### config.mk
export PLATFORM = sky130hd
export DESIGN_NAME = axis_pipe_share_arb
export DESIGN_NICKNAME = d
export VERILOG_FILES = /design/src/rtl/axis_pipe_share_pkg.sv /design/src/rtl/axis_pipe_share_arb_demux.sv /design/src/rtl/axis_pipe_share_arb.sv
export SDC_FILE = /design/constraint.sdc
export NUM_CORES = 1
export LEC_CHECK = 0
export CAP_MARGIN = 5
export CORE_AREA = 2 2 139 141
export DETAILED_ROUTE_END_ITERATION = 10
export DIE_AREA = 0 0 141 143
export HOLD_SLACK_MARGIN = 0.15
export SYNTH_ARGS = -nofsm -noshare
export SYNTH_HDL_FRONTEND = slang
export SYNTH_SLANG_ARGS = --single-unit
### constraint.sdc
create_clock -name aclk -period 4.1 [get_ports aclk]
set_clock_uncertainty 0.15 [all_clocks]
set_input_delay 1.025 -clock aclk [delete_from_list [all_inputs] [get_ports aclk]]
set_output_delay 1.025 -clock aclk [all_outputs]
set_load 0.01 [all_outputs]
### src/rtl/axis_pipe_share_pkg.sv
// axis_pipe_share_pkg
// Shared types and helpers for the axis_pipe_share_arb slice.
//   arb_state_e : arbiter FSM states (IDLE arbitrates, GRANT moves beats)
//   rr_pick     : round-robin search over a 16-bit valid vector, starting
//                 from last+1. Callers zero-pad valid above their requester
//                 count, so the modulo-16 wrap gives the same winner as a
//                 modulo-NUM wrap.
package axis_pipe_share_pkg;

  typedef enum logic {
    IDLE  = 1'b0,
    GRANT = 1'b1
  } arb_state_e;

  localparam int RR_MAX = 16;
  localparam int RR_IW  = 4;

  function automatic logic [RR_IW-1:0] rr_pick(input logic [RR_MAX-1:0] valid,
                                               input logic [RR_IW-1:0]  last);
    logic [RR_IW-1:0] idx;
    logic             found;
    rr_pick = last;
    found   = 1'b0;
    // k = RR_MAX wraps idx back to last itself, so it is considered last.
    for (int k = 1; k <= RR_MAX; k++) begin
      idx = last + RR_IW'(k);
      if (!found && valid[idx]) begin
        rr_pick = idx;
        found   = 1'b1;
      end
    end
  endfunction

endpackage

### src/rtl/axis_pipe_share_arb_demux.sv
// axis_tid_demux
// Combinational return-path demux: steers one return stream to NUM
// per-requester outputs by r_tid. Data and last fan out to every requester;
// only the addressed valid bit is raised. An r_tid outside 0..NUM-1 is
// accepted and dropped so a corrupt id can never stall the pipe.
// Ports:
//   r_tvalid/r_tdata/r_tlast/r_tid  in   return beat from the shared pipe
//   r_tready                        out  ready back to the pipe
//   o_tvalid/o_tdata/o_tlast        out  per-requester return streams
//   o_tready                        in   per-requester ready
module axis_tid_demux #(
  parameter int NUM   = 4,
  parameter int DSIZE = 32,
  localparam int TW   = $clog2(NUM)
) (
  input  logic                 r_tvalid,
  input  logic [DSIZE-1:0]     r_tdata,
  input  logic                 r_tlast,
  input  logic [TW-1:0]        r_tid,
  output logic                 r_tready,
  output logic [NUM-1:0]       o_tvalid,
  output logic [NUM*DSIZE-1:0] o_tdata,
  output logic [NUM-1:0]       o_tlast,
  input  logic [NUM-1:0]       o_tready
);

  logic tid_ok;

  assign tid_ok  = (int'(r_tid) < NUM);
  assign o_tdata = {NUM{r_tdata}};
  assign o_tlast = {NUM{r_tlast}};

  always_comb begin
    o_tvalid = '0;
    r_tready = 1'b1;
    if (tid_ok) begin
      o_tvalid[r_tid] = r_tvalid;
      r_tready        = o_tready[r_tid];
    end
  end

endmodule

### src/rtl/axis_pipe_share_arb.sv
// axis_pipe_share_arb
// Shares one pipelined stream resource among NUM requesters. A two-state
// FSM arbitrates round robin (one bubble cycle per arbitration), a single
// output register drives the merged m stream tagged with the requester id,
// and a credit counter caps the beats in flight between s acceptance and
// r return at CREDITS. Return beats are demuxed back by r_tid.
// Build option:
//   AXIS_PIPE_SHARE_PKT_LOCK_EN defined   -> grant held until the granted
//                                            requester's tlast beat is taken
//   AXIS_PIPE_SHARE_PKT_LOCK_EN undefined -> grant released after every beat
// Ports:
//   aclk, aresetn                   clock, async active-low reset
//   s_tvalid/s_tdata/s_tlast        in   per-requester input streams
//   s_tready                        out  per-requester ready
//   m_tvalid/m_tdata/m_tlast/m_tid  out  merged stream into the pipe
//   m_tready                        in   pipe ready
//   r_tvalid/r_tdata/r_tlast/r_tid  in   return stream from the pipe
//   r_tready                        out  return ready
//   o_tvalid/o_tdata/o_tlast        out  per-requester return streams
//   o_tready                        in   per-requester return ready
module axis_pipe_share_arb
  import axis_pipe_share_pkg::*;
#(
  parameter int NUM     = 4,
  parameter int DSIZE   = 32,
  parameter int CREDITS = 8,
  localparam int TW     = $clog2(NUM),
  localparam int CW     = $clog2(CREDITS + 1)
) (
  input  logic                 aclk,
  input  logic                 aresetn,
  input  logic [NUM-1:0]       s_tvalid,
  input  logic [NUM*DSIZE-1:0] s_tdata,
  input  logic [NUM-1:0]       s_tlast,
  output logic [NUM-1:0]       s_tready,
  output logic                 m_tvalid,
  output logic [DSIZE-1:0]     m_tdata,
  output logic                 m_tlast,
  output logic [TW-1:0]        m_tid,
  input  logic                 m_tready,
  input  logic                 r_tvalid,
  input  logic [DSIZE-1:0]     r_tdata,
  input  logic                 r_tlast,
  input  logic [TW-1:0]        r_tid,
  output logic                 r_tready,
  output logic [NUM-1:0]       o_tvalid,
  output logic [NUM*DSIZE-1:0] o_tdata,
  output logic [NUM-1:0]       o_tlast,
  input  logic [NUM-1:0]       o_tready
);

  arb_state_e       state, state_nxt;
  logic [TW-1:0]    grant, last;
  logic [CW-1:0]    count;
  logic [RR_IW-1:0] pick;
  logic             s_ok, s_hs, r_hs, grant_end;

  // The credit check looks only at the registered count; a return in the
  // same cycle frees its credit for the following cycle.
  assign s_ok = (state == GRANT) && (!m_tvalid || m_tready) && (count < CW'(CREDITS));
  assign s_hs = s_ok && s_tvalid[grant];
  assign r_hs = r_tvalid && r_tready;

  always_comb begin
    s_tready        = '0;
    s_tready[grant] = s_ok;
  end

`ifdef AXIS_PIPE_SHARE_PKT_LOCK_EN
  assign grant_end = s_tlast[grant];
`else
  assign grant_end = 1'b1;
`endif

  assign pick = rr_pick(RR_MAX'(s_tvalid), RR_IW'(last));

  // Arbitration FSM
  always_ff @(posedge aclk or negedge aresetn) begin
    if (!aresetn) state <= IDLE;
    else          state <= state_nxt;
  end

  always_comb begin
    state_nxt = state;
    case (state)
      IDLE:    if (|s_tvalid)             state_nxt = GRANT;
      GRANT:   if (s_hs && grant_end)     state_nxt = IDLE;
      default:                            state_nxt = IDLE;
    endcase
  end

  always_ff @(posedge aclk or negedge aresetn) begin
    if (!aresetn) begin
      grant <= '0;
      last  <= TW'(NUM - 1);
    end else begin
      if (state == IDLE && |s_tvalid) grant <= pick[TW-1:0];
      if (state == GRANT && s_hs && grant_end) last <= grant;
    end
  end

  // Output register stage
  always_ff @(posedge aclk or negedge aresetn) begin
    if (!aresetn) begin
      m_tvalid <= 1'b0;
      m_tdata  <= '0;
      m_tlast  <= 1'b0;
      m_tid    <= '0;
    end else if (s_hs) begin
      m_tvalid <= 1'b1;
      m_tdata  <= s_tdata[int'(grant)*DSIZE +: DSIZE];
      m_tlast  <= s_tlast[grant];
      m_tid    <= grant;
    end else if (m_tready) begin
      m_tvalid <= 1'b0;
    end
  end

  // Credit counter; a return with nothing outstanding is absorbed at zero.
  always_ff @(posedge aclk or negedge aresetn) begin
    if (!aresetn) begin
      count <= '0;
    end else begin
      case ({s_hs, r_hs})
        2'b10:   count <= count + CW'(1);
        2'b01:   if (count != '0) count <= count - CW'(1);
        default: count <= count;
      endcase
    end
  end

  axis_tid_demux #(
    .NUM   (NUM),
    .DSIZE (DSIZE)
  ) u_demux (
    .r_tvalid (r_tvalid),
    .r_tdata  (r_tdata),
    .r_tlast  (r_tlast),
    .r_tid    (r_tid),
    .r_tready (r_tready),
    .o_tvalid (o_tvalid),
    .o_tdata  (o_tdata),
    .o_tlast  (o_tlast),
    .o_tready (o_tready)
  );

endmodule
==> results.py, run 1 <==
metrics = {
    "layout": {
        "nets": 590,
        "fillers": 1863,
        "drive_above_1_share": 0.2211,
        "mostFrequentLayoutCell": "clkdlybuf4s50_1",
        "fin_util": 0.2871,
        "diodes": 0,
        "syn_to_final_growth_pct": 32.23,
        "final_cell_mix": "189 x clkdlybuf4s50_1, 41 x dfrtp_1, 38 x mux2_2",
    },
    "setup_path": {
        "critical_path_arrival_ns": 2.61,
        "worst-r2r-cell-count": 7,
        "r2r_slack_ns": 1.25,
        "worstSetupStartpoint": "r_tid[0]",
        "worstSetupEndpoint": "r_tready",
        "r2r_end": "grant[1]",
        "path_max_fanout": 5,
        "crit_path_start_kind": "primary input",
        "cp.required_ns": 2.92,
        "reg2reg_from": "last[0]",
        "end_kind": "primary output",
        "worst-setup-path-type": "primary input to primary output",
    },
    "placed_design": {
        "dpl.hpwl_um": 9876,
        "port_buffers": 190,
        "gp_congestion": 0.7517,
    },
    "timing": {
        "slew_viol_final": 0,
        "rsz0062_at_grt": "no",
        "fin_crit_sh": 0.9234,
        "finalHoldViolations": 0,
        "setup_viol": 0,
        "slew_headroom": 0.2908,
        "fin_tns_setup_ns": 0,
        "tightest_slew_ns": 1.064,
        "fmax_ghz": 0.2641,
        "finalCriticalPeriod_ns": 3.786,
    },
    "clocking": {
        "cts_buffer_depth": 2,
        "path_clk_slew_ns": 0.06,
        "cts_tree": "done",
        "clkSinkCount": 45,
        "cts_buffers": 5,
        "cts_root_buffer": "clkbuf_16",
        "post-cts-setup-buffers": 0,
        "insertion_delay_ns": 0.28,
        "cts.hold.buffers_added": 0,
        "ctsResizeCount": 0,
        "htree_levels": 2,
    },
    "synth": {
        "netlist_instances": 352,
        "syn_nets": 536,
        "synth-async-reset-ratio": 1.000,
        "synth_top_area_frac": 0.2667,
        "synth-edff-count": 0,
        "syn_area_um2": 4034,
        "yosys_warnings": 0,
        "ys_seq_elements": 45,
        "yosysSeqAreaShare": 0.2798,
        "synth_area_per_cell_um2": 11.46,
        "synth.distinct_cells": 42,
        "synth_ff_type": "dfrtp_1",
        "yosys.area.top_type": "dfrtp_1",
        "synth_area_leaders": "dfrtp_1 27%, buf_4 25%, mux4_2 20%",
    },
    "route": {
        "dr.pass1.iters": 4,
        "wl_per_cell_um": 18.86,
        "detail-route-antenna-nets": 0,
        "wirelength_um": 12090,
        "via_per_inst": 4.407,
        "drc": 0,
        "first_iter_violations": 180,
        "vias": 2825,
    },
    "die": {
        "io_pins": 356,
        "die_area_um2": 20160,
        "dieWidth_um": 141,
        "core-area_um2": 18580,
        "num_rows": 50,
        "die_h_um": 143,
        "start_util": 0.2171,
    },
    "global_route": {
        "antenna_found_initial": 0,
        "overflow": 0,
        "grt_use_total": 0.1146,
        "grt_pass1_vias": 2981,
        "grt_start_max_net_pins": 46,
        "grt_pass1_wl_um": 17660,
    },
    "power_and_ir_drop": {
        "p_leak_uw": 0.002034,
        "cellPowerDensity_nw_per_um2": 615.4,
        "vdd_drop_max_v": 0.0002610,
    },
    "worst_hold_path": {
        "hold_class": "flop to flop",
    },
    "status": {
        "status": "complete, no violations",
    },
    "flow_run": {
        "maxCapViolations": 0,
    },
}
==> Yosys cell counts (2+ instances only) <==
master      n
mux2_2     38
a21o_1      2
o32ai_1     2
mux4_1      3
inv_1       9
nand2b_1    2
o21ai_0     2
dfrtp_1    43
nor2_1     11
nand2_1    12
nand3b_1    2
and3_1      3
buf_1       2
and3b_1     2
ha_1        4
buf_2       7
mux2i_1     6
mux4_2     35
buf_4     132
nand3_1     2
xnor2_1     2
dfstp_2     2
clkbuf_1    5
nor3_1      4
a21oi_1     2
or3_1       2
==> power breakdown <==
part	total [uW]	internal (uW)	switching (uW)
sequential	877	690	188
clock	390	225	164
combinational	2020	1210	807
total	3280	2120	1160
==> cell families after synthesis <==
family | share of synthesized area
xor gates and xnor gates | 0.004343
adders and majority gates | 0.01737
DFF | 0.2798
muxes | 0.3359
AOI/OAI and AO/OA | 0.03350
and+or+nand+nor | 0.05987
buffers and inverters | 0.2692
==> worst min-delay path by stage <==
stage                 end       start  slack, ns  depth (start not counted)
2_1_floorplan    count[0]    count[0]       0.34                          1
3_3_place_gp     m_tid[0]    m_tid[0]       0.33                          2
3_5_place_dp     m_tid[0]    m_tid[0]       0.33                          2
4_1_cts          m_tid[0]    m_tid[0]       0.34                          2
5_1_grt        m_tdata[2]  m_tdata[2]       0.36                          1
6_report         m_tid[0]    m_tid[0]       0.34                          2
==> final cells by class <==
cell class	count	area (um^2)	area share
Tap cell	234	292.8	0.05489
Inverter	9	33.78	0.006334
Clock buffer	7	132.6	0.02487
Timing Repair Buffer	193	1919	0.3598
Sequential cell	45	1131	0.2121
Clock inverter	1	5.005	0.0009383
Multi-Input combinational cell	152	1819	0.3411
==> metrics by stage <==
stage | hold WS [ns] | setup WS (ns) | power [uW] | cells | cell area, um^2
3_5_place_dp | 0.3294 | 0.3079 | 2929 | 633 | 5196
5_1_grt | 0.3626 | 0.2731 | 3511 | 641 | 5334
2_1_floorplan | 0.3388 | 1.063 | 2248 | 352 | 4034
4_1_cts | 0.3442 | 0.3044 | 3341 | 641 | 5334
6_report | 0.3375 | 0.3142 | 3282 | 641 | 5334
3_3_place_gp | 0.3300 | 0.3242 | 2873 | 633 | 5196
==> metal layers <==
metal	track usage	wire length [um]	vias to the layer above	part of all wire
met4	0.05895	463	0	0.038
li1	-	-	1243	-
met3	0.03052	1041	38	0.086
met1	0.1157	4202	1368	0.35
met2	0.2164	6380	176	0.53
met5	0	0	-	0
==> flip-flops by register name, indices dropped and copies added, names as in the netlist <==
| register | count |
|---|---|
| count | 4 |
| grant | 2 |
| last | 2 |
| m_tdata | 32 |
| m_tid | 2 |
| m_tlast | 1 |
| m_tvalid | 1 |
| state | 1 |
==> worst max-delay path, cell delays in order <==
cell and delay, ns:
clkdlybuf4s50_1 0.55, mux4_2 0.54, clkdlybuf4s50_1 0.49
Power figures use the tool's default switching activity.
==> run 2, diff against run 1 <==
Settings changed: CTS_BUF_LIST set to sky130_fd_sc_hd__clkbuf_8.
==> run 2 against run 1 <==
  * Power shrank 3.7%
  * Die area unchanged
  * Routed wire length grew 0.15%
  * Largest cell class unchanged
  * Highest routed layer unchanged
==> results.py, run 2 (synthesized netlist as in run 1, its figures left out) <==
metrics = {
    "layout": {
        "mostFrequentLayoutCell": "clkdlybuf4s50_1",
        "largest_reg_flops": 32,
        "syn_to_final_growth_pct": 30.83,
        "drive_above_1_share": 0.2211,
        "fin_util": 0.2840,
        "diodes": 0,
        "final_cell_mix": "189 x clkdlybuf4s50_1, 41 x dfrtp_1, 38 x mux2_2",
        "top_regs": "m_tdata x32, count x4",
        "final_cells": 641,
        "nets": 590,
        "regMostFlops": "m_tdata",
        "fillers": 1868,
    },
    "setup_path": {
        "r2r_end": "grant[1]",
        "worst-path-stages": 3,
        "path_max_fanout": 5,
        "crit_path_start_kind": "primary input",
        "reg2reg_from": "last[0]",
        "critical_path.most_common_cell": "clkdlybuf4s50_1",
        "worst-setup-path-type": "primary input to primary output",
        "path_cells": "clkdlybuf4s50_1 > mux4_2 > clkdlybuf4s50_1",
        "cp.required_ns": 2.92,
        "path_delay_family": "buffers and inverters",
        "cp_slowest_cell": "clkdlybuf4s50_1",
        "worst-r2r-cell-count": 7,
        "r2r_slack_ns": 1.24,
        "worstSetupEndpoint": "r_tready",
        "end_kind": "primary output",
        "cp_slowest_stage_delay_ns": 0.55,
        "critical_path_arrival_ns": 2.61,
        "worstSetupStartpoint": "r_tid[0]",
        "cp_num_buf_inv": 2,
    },
    "clocking": {
        "post-cts-setup-buffers": 0,
        "clkSinkCount": 45,
        "ctsResizeCount": 0,
        "path_clk_slew_ns": 0.09,
        "cts_buffer_depth": 2,
        "cts.hold.buffers_added": 0,
        "htree_levels": 2,
        "cts_root_buffer": "clkbuf_8",
        "cts_buffers": 5,
        "cts_tree": "done",
        "insertion_delay_ns": 0.29,
    },
    "timing": {
        "fin_tns_setup_ns": 0,
        "finalCriticalPeriod_ns": 3.786,
        "tightest_slew_ns": 1.073,
        "final.setup.worst_slack_ns": 0.3142,
        "setup_viol": 0,
        "slew_viol_final": 0,
        "fmax_ghz": 0.2641,
        "rsz0062_at_grt": "no",
        "finalHoldViolations": 0,
        "fin_crit_sh": 0.9234,
        "slew_headroom": 0.2849,
    },
    "die": {
        "core-area_um2": 18580,
        "num_rows": 50,
        "dieWidth_um": 141,
        "start_util": 0.2171,
        "die_area_um2": 20160,
        "die_h_um": 143,
        "io_pins": 356,
    },
    "route": {
        "vias": 2840,
        "drc": 0,
        "wl_per_cell_um": 18.88,
        "detail-route-antenna-nets": 0,
        "wirelength_um": 12110,
        "via_per_inst": 4.431,
        "dr.pass1.iters": 4,
        "first_iter_violations": 195,
    },
    "power_and_ir_drop": {
        "power_frac_seq": 0.277,
        "combPwrFrac": 0.638,
        "switching_share": 0.3636,
        "vdd_drop_max_v": 0.0002527,
        "pwr-share-clk": 0.085,
        "p_int_uw": 2011,
        "cellPowerDensity_nw_per_um2": 598.8,
        "p_switching_uw": 1149,
        "p_leak_uw": 0.002016,
    },
    "flow_run": {
        "maxCapViolations": 0,
    },
    "placed_design": {
        "port_buffers": 190,
        "gp_congestion": 0.7517,
        "dpl.hpwl_um": 9876,
        "pre_cts_ws_ns": 0.3079,
        "dpl.cell_count": 633,
    },
    "global_route": {
        "grt_use_total": 0.1145,
        "grt_pass1_wl_um": 17710,
        "antenna_found_initial": 0,
        "overflow": 0,
        "grt_pass1_vias": 2984,
        "grt_start_max_net_pins": 46,
    },
    "worst_hold_path": {
        "hold_path.startpoint": "m_tid[0]",
        "hold_class": "flop to flop",
    },
    "status": {
        "status": "complete, no violations",
    },
}
==> run 2: cell types whose count changed in the layout (fill, tap and decap cells not counted) <==
cell       change
clkbuf_8       +5
inv_1          +2
clkbuf_16      -5
clkbuf_1       -2
==> run 2: metrics by stage <==
| stage | power [uW] | area (um^2) | hold slack (ns) |
|---|---|---|---|
| global placement | 2873 | 5196 | 0.3300 |
| floorplan | 2248 | 4034 | 0.3388 |
| detailed placement | 2929 | 5196 | 0.3294 |
| finish | 3160 | 5278 | 0.3437 |
| global route | 3386 | 5278 | 0.3689 |
| CTS | 3217 | 5278 | 0.3509 |
==> run 2: layer usage <==
metal  vias to the layer above  wire, um  GRT usage
met4                         0       481    0.05895
met5                         -         0          0
met1                      1391      4214     0.1157
li1                       1242         -          -
met3                        42      1056    0.03052
met2                       165      6353     0.2162
==> run 2: area by class of cell <==
class                           instances  area [um^2]  area share
Timing Repair Buffer                  193         1919      0.3637
Multi-Input combinational cell        152         1819      0.3447
Sequential cell                        45         1131      0.2143
Tap cell                              234        292.8     0.05548
Clock buffer                            5        68.82     0.01304
Inverter                                9        33.78    0.006401
Clock inverter                          3        12.51    0.002371
==> run 2: power by group through the flow <==
stage | logic (uW) | registers, uW | clock network (uW)
after global placement | 2000 | 876 | 0
after detailed placement | 2040 | 889 | 0
after CTS | 2050 | 880 | 290
after global routing | 2170 | 912 | 305
after floorplan | 1350 | 898 | 0
final | 2020 | 875 | 269
==> run 2: worst register-to-register path: stages (launching register included) <==
cell and delay, ns:
dfstp_2 0.71, inv_1 0.11, ha_1 0.42, mux4_2 0.41, or3_1 0.33, a2111o_1 0.41
a21oi_1 0.15, a41o_2 0.11
==> run 2: how the worst min path moves through the flow <==
stage / to / slack, ns / depth (start not counted)
6_report: m_tid[0] / 0.34 / 2
5_1_grt: m_tdata[2] / 0.37 / 1
4_1_cts: m_tid[0] / 0.35 / 2
3_5_place_dp: m_tid[0] / 0.33 / 2
3_3_place_gp: m_tid[0] / 0.33 / 2
2_1_floorplan: count[0] / 0.34 / 1
